<file path="src/rtl/posit_unpack_stream_if.sv">
// -----------------------------------------------------------------------------
// posit_unpack_stream_if
//   Valid/ready channels of the posit<32,2> stream decoder.
//
//   Input channel : in_valid, in_ready, in_posit
//   Output channel: out_valid, out_ready, out_sgn, out_scale, out_fraction,
//                   out_zero, out_inf
//
//   Modports:
//     master - producer of posits / consumer of decoded fields (stream source)
//     slave  - the decoder itself
// -----------------------------------------------------------------------------
interface posit_unpack_stream_if #(
  parameter int NBITS = 32,
  parameter int FBITS = 27
);
  logic             in_valid;
  logic             in_ready;
  logic [NBITS-1:0] in_posit;

  logic             out_valid;
  logic             out_ready;
  logic             out_sgn;
  logic [7:0]       out_scale;
  logic [FBITS-1:0] out_fraction;
  logic             out_zero;
  logic             out_inf;

  modport master (
    output in_valid, in_posit, out_ready,
    input  in_ready, out_valid, out_sgn, out_scale, out_fraction, out_zero, out_inf
  );

  modport slave (
    input  in_valid, in_posit, out_ready,
    output in_ready, out_valid, out_sgn, out_scale, out_fraction, out_zero, out_inf
  );
endinterface

</file>
<file path="src/rtl/posit_unpack_stream.sv">
// -----------------------------------------------------------------------------
// posit_unpack_stream
//   Streaming posit<32,2> decoder. Packed posits arrive on a valid/ready
//   channel; sign, combined scale (4*k + exp), MSB-aligned fraction (hidden
//   bit excluded) and zero/NaR flags leave on a second valid/ready channel.
//
//   Pipeline:
//     S1 - sign, zero/NaR flags, 31-bit magnitude of the body
//     S2 - regime run decode, scale and fraction; drives the outputs
//
//   Ports:
//     clk    - clock, rising edge
//     rst_n  - asynchronous active-low reset; drops every in-flight item
//     bus    - posit_unpack_stream_if.slave (both stream channels)
//
//   Build option:
//     POSIT_UNPACK_SKID_EN - inserts a 2-entry skid FIFO ahead of S1 so that
//     in_ready is a register with no path from out_ready (latency 3 instead
//     of 2, throughput unchanged).
// -----------------------------------------------------------------------------
module posit_unpack_stream #(
  parameter int NBITS = 32,
  parameter int ES    = 2,
  parameter int FBITS = NBITS - 3 - ES
) (
  input  logic                  clk,
  input  logic                  rst_n,
  posit_unpack_stream_if.slave  bus
);

  localparam int AW   = NBITS - 1;    // magnitude width (sign stripped)
  localparam int BW   = ES + FBITS;   // exponent + fraction body width
  localparam int DROP = AW - BW;      // always-zero tail after the shift

  typedef struct packed {
    logic          sgn;
    logic          zero;
    logic          inf;
    logic [AW-1:0] mag;
  } s1_t;

  // Length of the run of bits equal to the MSB, starting at the MSB.
  function automatic logic [5:0] lead_run(input logic [AW-1:0] a);
    logic       done;
    logic [5:0] n;
    n    = '0;
    done = 1'b0;
    for (int i = AW - 1; i >= 0; i--) begin
      if (!done && a[i] == a[AW-1]) n = n + 6'd1;
      else                          done = 1'b1;
    end
    return n;
  endfunction

  // ---------------------------------------------------------------------------
  // Stage handshakes
  // ---------------------------------------------------------------------------
  logic             s1_valid, s2_valid;
  logic             s1_ready, s2_ready;
  logic             src_valid;
  logic [NBITS-1:0] src_posit;

  assign s2_ready = ~s2_valid | bus.out_ready;
  assign s1_ready = ~s1_valid | s2_ready;

`ifdef POSIT_UNPACK_SKID_EN
  // Two-entry FIFO; in_ready is registered from the next occupancy so the
  // upstream never sees out_ready combinationally.
  logic [NBITS-1:0] skid_mem [2];
  logic             wr_ptr, rd_ptr;
  logic [1:0]       skid_cnt, cnt_next;
  logic             in_ready_q;
  logic             push, pop;

  assign push      = bus.in_valid & in_ready_q;
  assign pop       = src_valid & s1_ready;
  assign src_valid = (skid_cnt != 2'd0);
  assign src_posit = skid_mem[rd_ptr];
  assign cnt_next  = skid_cnt + {1'b0, push} - {1'b0, pop};
  assign bus.in_ready = in_ready_q;

  // NOTE: payload storage has no reset; skid_cnt alone says which entries
  // hold live data, so resetting the array would only add reset fan-out.
  always_ff @(posedge clk) begin
    if (push) skid_mem[wr_ptr] <= bus.in_posit;
  end

  always_ff @(posedge clk or negedge rst_n) begin
    if (!rst_n) begin
      wr_ptr     <= 1'b0;
      rd_ptr     <= 1'b0;
      skid_cnt   <= 2'd0;
      in_ready_q <= 1'b0;
    end else begin
      if (push) wr_ptr <= ~wr_ptr;
      if (pop)  rd_ptr <= ~rd_ptr;
      skid_cnt   <= cnt_next;
      in_ready_q <= (cnt_next != 2'd2);
    end
  end
`else
  assign src_valid    = bus.in_valid;
  assign src_posit    = bus.in_posit;
  assign bus.in_ready = s1_ready;
`endif

  // ---------------------------------------------------------------------------
  // S1: sign, special values, magnitude
  // ---------------------------------------------------------------------------
  s1_t s1_d, s1_q;

  always_comb begin
    s1_d.sgn  = src_posit[NBITS-1];
    s1_d.zero = (src_posit == '0);
    s1_d.inf  = (src_posit == {1'b1, {AW{1'b0}}});
    s1_d.mag  = src_posit[NBITS-1] ? (~src_posit[AW-1:0] + AW'(1)) : src_posit[AW-1:0];
  end

  // NOTE: all sequential state uses non-blocking assignments so every
  // register samples the pre-edge value of its neighbours.
  always_ff @(posedge clk or negedge rst_n) begin
    if (!rst_n) begin
      s1_valid <= 1'b0;
      s1_q     <= '0;
    end else begin
      if (s1_ready) s1_valid <= src_valid;
      // Payload only loads on a transfer, so an idle or X bus never leaks in.
      if (s1_ready && src_valid) s1_q <= s1_d;
    end
  end

  // ---------------------------------------------------------------------------
  // S2: regime / exponent / fraction decode
  // ---------------------------------------------------------------------------
  logic          regime;
  logic [5:0]    run_len, shamt;
  logic [BW-1:0] body;
  logic [7:0]    k, scale_d;
  logic [FBITS-1:0] frac_d;

  // NOTE: every variable is assigned before any conditional override, so no
  // path through this block leaves a value held (no latch).
  always_comb begin
    regime  = s1_q.mag[AW-1];
    run_len = lead_run(s1_q.mag);
    // Skip the regime run plus its terminator; a shift of 32 (run of 31,
    // no terminator) clears everything, giving the truncated exponent of 0.
    shamt   = run_len + 6'd1;
    body    = BW'((s1_q.mag << shamt) >> DROP);
    k       = regime ? (8'(run_len) - 8'd1) : (8'd0 - 8'(run_len));
    scale_d = (k << ES) + 8'(body[BW-1 -: ES]);
    frac_d  = body[FBITS-1:0];
    if (s1_q.zero || s1_q.inf) begin
      scale_d = '0;
      frac_d  = '0;
    end
  end

  logic             s2_sgn, s2_zero, s2_inf;
  logic [7:0]       s2_scale;
  logic [FBITS-1:0] s2_frac;

  always_ff @(posedge clk or negedge rst_n) begin
    if (!rst_n) begin
      s2_valid <= 1'b0;
      s2_sgn   <= 1'b0;
      s2_zero  <= 1'b0;
      s2_inf   <= 1'b0;
      s2_scale <= '0;
      s2_frac  <= '0;
    end else if (s2_ready) begin
      s2_valid <= s1_valid;
      if (s1_valid) begin
        s2_sgn   <= s1_q.sgn;
        s2_zero  <= s1_q.zero;
        s2_inf   <= s1_q.inf;
        s2_scale <= scale_d;
        s2_frac  <= frac_d;
      end
    end
  end

  assign bus.out_valid    = s2_valid;
  assign bus.out_sgn      = s2_sgn;
  assign bus.out_scale    = s2_scale;
  assign bus.out_fraction = s2_frac;
  assign bus.out_zero     = s2_zero;
  assign bus.out_inf      = s2_inf;

endmodule

</file>
<file path="src/flat_wrapper.sv">
// flat-port wrapper written by rule: the top's interface ports become plain ports
module posit_unpack_stream_flat 
#(
  parameter int NBITS = 32,
  parameter int ES    = 2,
  parameter int FBITS = NBITS - 3 - ES
)
  (clk, rst_n, bus_in_valid, bus_in_posit, bus_out_ready, bus_in_ready, bus_out_valid, bus_out_sgn, bus_out_scale, bus_out_fraction, bus_out_zero, bus_out_inf);
  posit_unpack_stream_if #(.NBITS(NBITS), .FBITS(FBITS)) bus_i ();
  input  logic clk;
  input  logic rst_n;
  input wire logic [$bits(bus_i.in_valid)-1:0] bus_in_valid;
  input wire logic [$bits(bus_i.in_posit)-1:0] bus_in_posit;
  input wire logic [$bits(bus_i.out_ready)-1:0] bus_out_ready;
  output wire logic [$bits(bus_i.in_ready)-1:0] bus_in_ready;
  output wire logic [$bits(bus_i.out_valid)-1:0] bus_out_valid;
  output wire logic [$bits(bus_i.out_sgn)-1:0] bus_out_sgn;
  output wire logic [$bits(bus_i.out_scale)-1:0] bus_out_scale;
  output wire logic [$bits(bus_i.out_fraction)-1:0] bus_out_fraction;
  output wire logic [$bits(bus_i.out_zero)-1:0] bus_out_zero;
  output wire logic [$bits(bus_i.out_inf)-1:0] bus_out_inf;
  assign bus_i.in_valid = bus_in_valid;
  assign bus_i.in_posit = bus_in_posit;
  assign bus_i.out_ready = bus_out_ready;
  assign bus_in_ready = bus_i.in_ready;
  assign bus_out_valid = bus_i.out_valid;
  assign bus_out_sgn = bus_i.out_sgn;
  assign bus_out_scale = bus_i.out_scale;
  assign bus_out_fraction = bus_i.out_fraction;
  assign bus_out_zero = bus_i.out_zero;
  assign bus_out_inf = bus_i.out_inf;
  posit_unpack_stream #(.NBITS(NBITS), .ES(ES), .FBITS(FBITS)) u_core (.clk(clk), .rst_n(rst_n), .bus(bus_i));
endmodule
</file>
<file path="config.mk">
export PLATFORM = sky130hd
export DESIGN_NAME = posit_unpack_stream_flat
export DESIGN_NICKNAME = d
export VERILOG_FILES = /design/src/rtl/posit_unpack_stream_if.sv /design/src/rtl/posit_unpack_stream.sv /design/src/flat_wrapper.sv
export SDC_FILE = /design/constraint.sdc
export NUM_CORES = 1
export LEC_CHECK = 0
export CAP_MARGIN = 20
export CORE_MARGIN = 5
export CORE_UTILIZATION = 50
export DETAILED_ROUTE_END_ITERATION = 6
export PLACE_DENSITY = 0.74
export SLEW_MARGIN = 20
export SYNTH_ARGS = -nofsm -noshare
export SYNTH_HDL_FRONTEND = slang
export SYNTH_SLANG_ARGS = --single-unit
export TNS_END_PERCENT = 5
</file>
<file path="constraint.sdc">
create_clock -name clk -period 24 [get_ports clk]
set_clock_uncertainty 0.2 [all_clocks]
set_input_delay 2.4 -clock clk [delete_from_list [all_inputs] [get_ports clk]]
set_output_delay 2.4 -clock clk [all_outputs]
set_load 0.05 [all_outputs]
</file>
==> run_results.csv <==
group,metric,value,unit
sta,tightest_slew,1100,ps
yosys,ys_warn_count,0,
die,dieWidth,145,um
cts,clkSinkCount,74,
cts,cts_made_buffers,9,
critical_path,path_max_fanout,80,
power_and_ir_drop,p_sw,0.000503,W
power_and_ir_drop,p_seq_share,19.9,%
final_layout,layout_common_cells,"nand2_1 (143), mux2i_1 (97), nor2_1 (86)",
power_and_ir_drop,vdd_drop_max,92.5,uV
final_layout,drive_gt1_share,6.79,%
sta,hold_viol,0,
critical_path,critPathCaptureType,"flip-flop",
critical_path,crit_family,"adder cells",
sta,tns,0,ps
place,dpl_worst_slack,3070,ps
yosys,synth.avg_cell_area,7.96,um^2
yosys,netlist.area_leader.share,20.4,%
die,row_count,49,
detailed_routing,vias_per_cell,6.06,
critical_path,cp_slowest_stage_delay,650,ps
cts,insertion_delay,340,ps
global_route,grt_pass1_vias,7774,
yosys,yosys.area.top_type,"dfrtp_1",
cts,cts_setup_buffers,0,
sta,max_clock_freq,0.0472,GHz
final_layout,utilization,56.7,%
global_route,grt_first_pass_wirelength,39500,um
yosys,netlist_area,9060,um^2
detailed_routing,drt_iter0_drc,676,
detailed_routing,drc,0,
global_route,antenna_found_initial,0,
critical_path,arrival,21190,ps
yosys,ys_types,84,
sta,drv_slew,0,
cts,postCtsHoldBufs,0,
cts,cts_tree,"yes",
detailed_routing,ant_nets,0,
sta,period_share,88.2,%
final_layout,syn_to_final_growth,12.1,%
sta,setup_viol,0,
yosys,synth_flop_cell,"dfrtp_1",
sta,rsz0062_at_grt,"no",
power_and_ir_drop,powerDensity,99.6,nW/um^2
final_layout,instances_no_fill,1392,
die,initial_core_util,50.6,%
yosys,synth_edf_count,0,
critical_path,crit_required,24020,ps
critical_path,critPathKind,"reg2reg",
critical_path,crit_slowest_cell,"buf_4",
critical_path,cp_common_cell,"ha_1",
status,status,"complete, no violations",
cts,cts-resized-gates,0,
power_and_ir_drop,clockPowerShare,12.8,%
final_layout,nets,1222,
job,drv_cap,0,
final_layout,antenna_cells,0,
detailed_routing,wl_per_cell,16.9,um
yosys,synth_seq_cells,74,
critical_path,worstSetupStartpointType,"flip-flop",
detailed_routing,drt-total-wl,23500,um
power_and_ir_drop,comb_power_share,67.3,%
final_layout,final_common_cell,"nand2_1",
power_and_ir_drop,intPower,0.000509,W
global_route,grt_usage,22.6,%
power_and_ir_drop,p_leak,4.18,nW
critical_path,path_buf_inv,5,
sta,final.min_clock_period,21160,ps
global_route,grt_overflow,0,
place,dpl.hpwl,17400,um
cts,cts.reportedPaths.clkPinSlew,60,ps
die,core-area,17900,um^2
yosys,syn_nets,1202,
cts,htree_levels,3,
die,design.die.area,20900,um^2
yosys,synth.area.top_cells,"dfrtp_1 (20%), mux2i_1 (11%), nand2_1 (6.0%), xnor2_1 (5.5%), xor2_1 (4.8%)",
sta,worst_slack,2840,ps
place,port_buffers,75,
place,gp_congestion,0.930,
yosys,yosysSeqAreaShare,20.4,%
power_and_ir_drop,switching_share,49.7,%
sta,relSlewSlack,26.3,%
detailed_routing,dr.pass1.iters,6,
detailed_routing,via_count,8440,
cts,root_buffer,"clkbuf_16",
yosys,syn_inst,1138,
die,die_y,145,um
global_route,grt_max_degree,81,
cts,clockBufferDepth,2,
hold_path,hold_path_class,"reg2reg",
sta,holdWs,280,ps
die,ios,76,
final_layout,fillers,1646,
yosys,async_flop_share,100,%
place,place_inst,1376,
-- power by group through the flow --
stage | clock network (W) | registers, W | logic [W]
floorplan | 0 | 0.000273 | 0.000434
global placement | 0 | 0.000202 | 0.000666
detailed placement | 0 | 0.000202 | 0.000672
CTS | 0.000132 | 0.000200 | 0.000676
global route | 0.000137 | 0.000208 | 0.000737
finish | 0.000130 | 0.000201 | 0.000681
-- worst paths after layout --
kind / start / end / slack, ps / cells past startpoint
max: u_core.regime$_DFFE_PN0P_ / u_core.bus.out_fraction[24]$_DFFE_PN0P_ / 2840 / 96
min: u_core.bus.out_scale[6]$_DFFE_PN0P_ / u_core.bus.out_scale[6]$_DFFE_PN0P_ / 280 / 2
max reg2reg: u_core.regime$_DFFE_PN0P_ / u_core.bus.out_fraction[24]$_DFFE_PN0P_ / 2840 / 96
min reg2reg: u_core.bus.out_scale[6]$_DFFE_PN0P_ / u_core.bus.out_scale[6]$_DFFE_PN0P_ / 280 / 2
max in group asynchronous: rst_n / u_core.regime$_DFFE_PN0P_ / 20920 / 1
min in group asynchronous: rst_n / u_core.bus.out_scale[6]$_DFFE_PN0P_ / 1970 / 1
-- logic make-up after synthesis --
group	after synthesis	synth area share (%)
simple gates	397	20.6
fa+ha+maj	30	4.09
xor+xnor	123	14.2
flops	74	20.4
compound gates	281	20.6
buf+inv	105	4.79
mux	128	15.2
-- per-stage QoR --
| stage | cell area, um^2 | total power [W] |
|---|---|---|
| final | 10200 | 0.00101 |
| after global routing | 10200 | 0.00108 |
| after CTS | 10200 | 0.00101 |
| after detailed placement | 9870 | 0.000873 |
| after global placement | 9870 | 0.000868 |
| after floorplan | 9060 | 0.000707 |
-- cell type report --
type,instances,area (um^2),area share [%]
clock buffer,9,225,2.22
clock inverter,7,60.1,0.591
inverter,29,109,1.07
multi-input combinational,959,6800,67.0
sequential,74,1850,18.2
tap,229,287,2.82
timing repair buffer,85,823,8.11
-- per-layer routing --
| metal | part of all wire [%] | GRT usage [%] | vias up | wire length [um] |
|---|---|---|---|---|
| li1 | - | - | 4178 | - |
| met1 | 48 | 33.7 | 3976 | 11300 |
| met2 | 46 | 36.2 | 267 | 10800 |
| met3 | 5.4 | 2.08 | 19 | 1280 |
| met4 | 0.85 | 4.07 | 0 | 200 |
| met5 | 0 | 0 | - | 0 |
-- sequential cells by signal (all words and copies together) (netlist names) --
signal / cells
u_core.s1_q: 33
u_core.bus.out_fraction: 27
u_core.bus.out_scale: 8
u_core.bus.out_inf: 1
u_core.bus.out_sgn: 1
u_core.bus.out_valid: 1
u_core.bus.out_zero: 1
u_core.regime: 1
u_core.s1_valid: 1
-- worst reg2reg max path: cells and delay by family (launching register included) --
family	cells	cell delay (ps)
fa+ha+maj	25	7320
compound gates	31	5640
mux	10	2890
simple gates	22	2560
buf+inv	5	1190
xor+xnor	3	900
flops	1	350
-- synthesized netlist by cell type (18+ instances only) --
| library cell | count |
|---|---|
| xnor2_1 | 57 |
| inv_1 | 29 |
| mux2i_1 | 97 |
| o22ai_1 | 18 |
| xor2_1 | 50 |
| nand2_1 | 144 |
| o21ai_0 | 79 |
| clkbuf_1 | 48 |
| a21oi_1 | 52 |
| dfrtp_1 | 74 |
| nor2_1 | 86 |
| ha_1 | 28 |
| nor3_1 | 34 |
| mux2_2 | 18 |
| nand3_1 | 31 |
Power figures use the tool's default switching activity.
